**config.mk**
```make
export PLATFORM = sky130hd
export DESIGN_NAME = nv_cdc_hs_rx
export DESIGN_NICKNAME = d
export VERILOG_FILES = /design/src/rtl/nv_cdc_hs_rx.sv
export SDC_FILE = /design/constraint.sdc
export NUM_CORES = 1
export LEC_CHECK = 0
export ABC_AREA = 1
export CORE_AREA = 2 2 80 82
export DETAILED_ROUTE_END_ITERATION = 6
export DIE_AREA = 0 0 82 84
export PLACE_DENSITY = 0.66
export SLEW_MARGIN = 20
export SYNTH_ARGS = -nofsm -noshare
export SYNTH_HDL_FRONTEND = slang
export SYNTH_SLANG_ARGS = --single-unit
```
**constraint.sdc**
```tcl
create_clock -name nvdla_core_clk -period 2.5 [get_ports nvdla_core_clk]
set_clock_uncertainty 0.2 [all_clocks]
set_input_delay 0.25 -clock nvdla_core_clk [delete_from_list [all_inputs] [get_ports nvdla_core_clk]]
set_output_delay 0.25 -clock nvdla_core_clk [all_outputs]
set_load 0.005 [all_outputs]
```
**src/rtl/nv_cdc_hs_rx.sv**
```systemverilog
// Receive side of a 4-phase req/ack handshake crossing: captures the source bus on request,
// hands it out on valid/ready, then returns ack until the source releases req.
module nv_cdc_hs_rx #(
    parameter int DW    = 32,
    parameter int CNT_W = 16
) (
    input  logic             nvdla_core_clk,
    input  logic             nvdla_core_rstn,
    input  logic             req_sync,
    input  logic [DW-1:0]    src_data,
    output logic             out_valid,
    input  logic             out_ready,
    output logic [DW-1:0]    out_data,
    output logic             ack,
    output logic             err,
    input  logic             err_clr,
    output logic [CNT_W-1:0] xfer_cnt
);

    typedef enum logic [1:0] {
        IDLE  = 2'd0,
        VALID = 2'd1,
        ACK   = 2'd2
    } state_t;

    state_t             state, state_nxt;
    logic               valid_q, valid_nxt;
    logic               ack_q, ack_nxt;
    logic               err_q, err_nxt;
    logic [DW-1:0]      data_q, data_nxt;
    logic [CNT_W-1:0]   cnt_q, cnt_nxt;

    always_ff @(posedge nvdla_core_clk) begin
        if (!nvdla_core_rstn) begin
            state   <= IDLE;
            valid_q <= 1'b0;
            ack_q   <= 1'b0;
            err_q   <= 1'b0;
            data_q  <= '0;
            cnt_q   <= '0;
        end else begin
            state   <= state_nxt;
            valid_q <= valid_nxt;
            ack_q   <= ack_nxt;
            err_q   <= err_nxt;
            data_q  <= data_nxt;
            cnt_q   <= cnt_nxt;
        end
    end

    always_comb begin
        state_nxt = state;
        valid_nxt = valid_q;
        ack_nxt   = ack_q;
        data_nxt  = data_q;
        cnt_nxt   = cnt_q;
        err_nxt   = err_clr ? 1'b0 : err_q;
        case (state)
            IDLE: begin
                if (req_sync) begin
                    data_nxt  = src_data;
                    valid_nxt = 1'b1;
                    state_nxt = VALID;
                end
            end
            VALID: begin
                // Source dropped req before we acked; still deliver, but flag it (set beats clear).
                if (!req_sync) begin
                    err_nxt = 1'b1;
                end
                if (out_ready) begin
                    valid_nxt = 1'b0;
                    ack_nxt   = 1'b1;
                    cnt_nxt   = cnt_q + 1'b1;
                    state_nxt = ACK;
                end
            end
            ACK: begin
                if (!req_sync) begin
                    ack_nxt   = 1'b0;
                    state_nxt = IDLE;
                end
            end
            default: begin
                valid_nxt = 1'b0;
                ack_nxt   = 1'b0;
                state_nxt = IDLE;
            end
        endcase
    end

    assign out_valid = valid_q;
    assign out_data  = data_q;
    assign ack       = ack_q;
    assign err       = err_q;
    assign xfer_cnt  = cnt_q;

endmodule

```
==> impl_metrics.tcl <==
set metrics [dict create \
    clock_path_buffers 2 \
    cts_max_level 2 \
    yosysTopAreaCell "dfxtp_1" \
    synthXorXnorAreaFrac_pct 0.4169 \
    grt_usage_pct 16.04 \
    fin_crit_sh_pct 69.09 \
    hold_depth 2 \
    insertion_delay_ns 0.31 \
    grt_overflow 0 \
    port_buffers 87 \
    die_h_um 84 \
    synth_nets 331 \
    synthMuxAreaShare_pct 0 \
    grt_pass1_wl_mm 8.749 \
    slew_headroom_pct 62.32 \
    synthCells 293 \
    arrival_ns 1.28 \
    pwr_density_cell_nw_per_um2 546.3 \
    crit_path_max_incr_delay_ns 0.54 \
    start_util_pct 34.46 \
    die_w_um 82 \
    fmax_ghz 0.5790 \
    cts_tree "done" \
    synth_simple_gate_area_share_pct 29.84 \
    start_kind "flop" \
    end_kind "output port" \
    first_global_vias 1919 \
    fin_nets 416 \
    drc 0 \
    antenna_found_initial 0 \
    postCtsSetupRepairBufs 0 \
    pre_cts_ws_ns 0.5968 \
    power_w 0.001707 \
    nFillCells 602 \
    netlist_area_um2 2101 \
    n_antenna_cell 0 \
    ys_warn_count 0 \
    drv_cap 0 \
    multi_input_area_um2 897.1 \
    io_pins 88 \
    cp.required_ns 2.05 \
    holdBufCountCts 0 \
    setup_slack_ns 0.7728 \
    cts_root_buf "clkbuf_8" \
    setup_violations 0 \
    routed_wirelength_mm 5.043 \
    ir_worst_vdd_mv 0.2996 \
    crit_family "buffers and inverters" \
    viasPerCell 4.522 \
    crit_chain "clkdlybuf4s50_1" \
    dpl.hpwl_mm 3.561 \
    drive_gt1_share_pct 4.749 \
    cp.depth 1 \
    worst_slew_pin_slew_ns 0.5644 \
    die_area_um2 6888 \
    ff2ff_path_depth 6 \
    crit_buf_inv 1 \
    crit_path_top_delay_cell "clkdlybuf4s50_1" \
    ys_seq_elements 53 \
    synth_compound_area_share_pct 11.85 \
    synth_top_family_by_area "simple AND/OR/NAND/NOR gates" \
    core_area_um2 6096 \
    crit_path_max_fanout 5 \
    seq_area_frac_synth_pct 50.51 \
    grt_max_degree 34 \
    slew_violations 0 \
    place_congestion 0.8015 \
    num_vias 2062 \
    drt_pass1_iterations 4 \
    cts_buffers 5 \
    status "finished clean" \
    hold_viol_final 0 \
    synth.distinct_cells 22 \
    ant_nets 0 \
    leakage_nw 1.219 \
    rsz0062_at_grt "false" \
    worstSetupPathType "flop to output port" \
    post_cts_resized 0 \
    post_synth.cell_area_avg_um2 7.170 \
    setup_tns_ns 0 \
    regArea_um2 1061 \
    clk_pin_slew_ns 0.10 \
    cts_sinks 53 \
    wl_per_cell_um 11.06 \
    fp-row-count 29 \
    synth_top_area_share_pct 50.51 \
    hp-class "flop to flop" \
    synth_fa_ha_area_share_pct 0.5956 \
    drt_iter0_drc 87 \
    area_growth_pct 48.72 \
    min_period_ns 1.727 \
    synth_area_leaders "dfxtp_1, nor2_1, o21ai_0" \
]
## cell families after synthesis
group | count (synthesis)
xor gates and xnor gates | 1
adders and majority gates | 1
and+or+nand+nor | 155
buffers and inverters | 35
AOI/OAI and AO/OA | 48
DFF | 53
## area by class of cell
cell class / count / share of cell area (%)
Clock buffer: 5 / 2.203
Sequential cell: 53 / 33.96
Clock inverter: 3 / 0.6808
Tap cell: 77 / 3.084
Timing Repair Buffer: 90 / 28.59
Inverter: 23 / 2.763
Multi-Input combinational cell: 205 / 28.71
## metal layers
metal	global-route usage, %	up-vias	share of wire (%)
met1	19.42	905	45
met2	26.39	56	46
met3	5.736	5	7.4
met4	4.545	0	1.4
li1	-	1096	-
met5	0	-	0
## registers in the layout, indices dropped and copies added, names as in the netlist
name       flops
out_valid      1
err            1
ack            1
state          2
out_data      32
xfer_cnt      16
## cells in the mapped netlist
library cell	number
nand2_1	39
nor2_4	1
buf_2	6
ha_1	1
o211ai_1	1
nor2_2	2
nor3_1	1
clkbuf_1	5
xor2_1	1
o22ai_1	1
nand3_2	1
o21ai_0	34
nand3_1	12
o21ai_1	2
dfxtp_1	53
nor2_1	95
buf_4	1
nand4_1	4
o211a_1	1
inv_2	3
inv_1	20
a21oi_1	9
## power breakdown
| part | switching (W) | internal [W] |
|---|---|---|
| Combinational | 0.000117 | 0.000173 |
| Clock | 0.000290 | 0.000199 |
| Sequential | 0.0000292 | 0.000898 |
## metrics by stage
step	utilization, %	area, µm²	hold WS [ns]	instances
detailed placement	49.77	3034	0.2719	448
CTS	51.25	3124	0.2920	456
finish	51.25	3124	0.2887	456
global route	51.25	3124	0.3139	456
global placement	49.77	3034	0.2623	448
floorplan	-	2101	0.1926	293
## placed cells by master (no fill, tap or decap), drive strengths merged, types with 4 or more instances in the layout
cell	instances
a21oi	9
clkbuf	5
clkdlybuf4s50	87
dfxtp	53
inv	24
nand2	39
nand3	13
nand4	4
nor2	98
o21ai	36
## path summary, 6_finish.rpt
| check | startpoint | endpoint | slack, ns |
|---|---|---|---|
| worst max register to register | xfer_cnt[0] | xfer_cnt[8] | 0.81 |
| worst min register to register | out_data[21] | out_data[21] | 0.29 |
| worst min-delay path | out_data[21] | out_data[21] | 0.29 |
| worst max-delay path | xfer_cnt[8] | xfer_cnt[8] | 0.77 |
No activity file was read; power rests on OpenSTA's default activity.
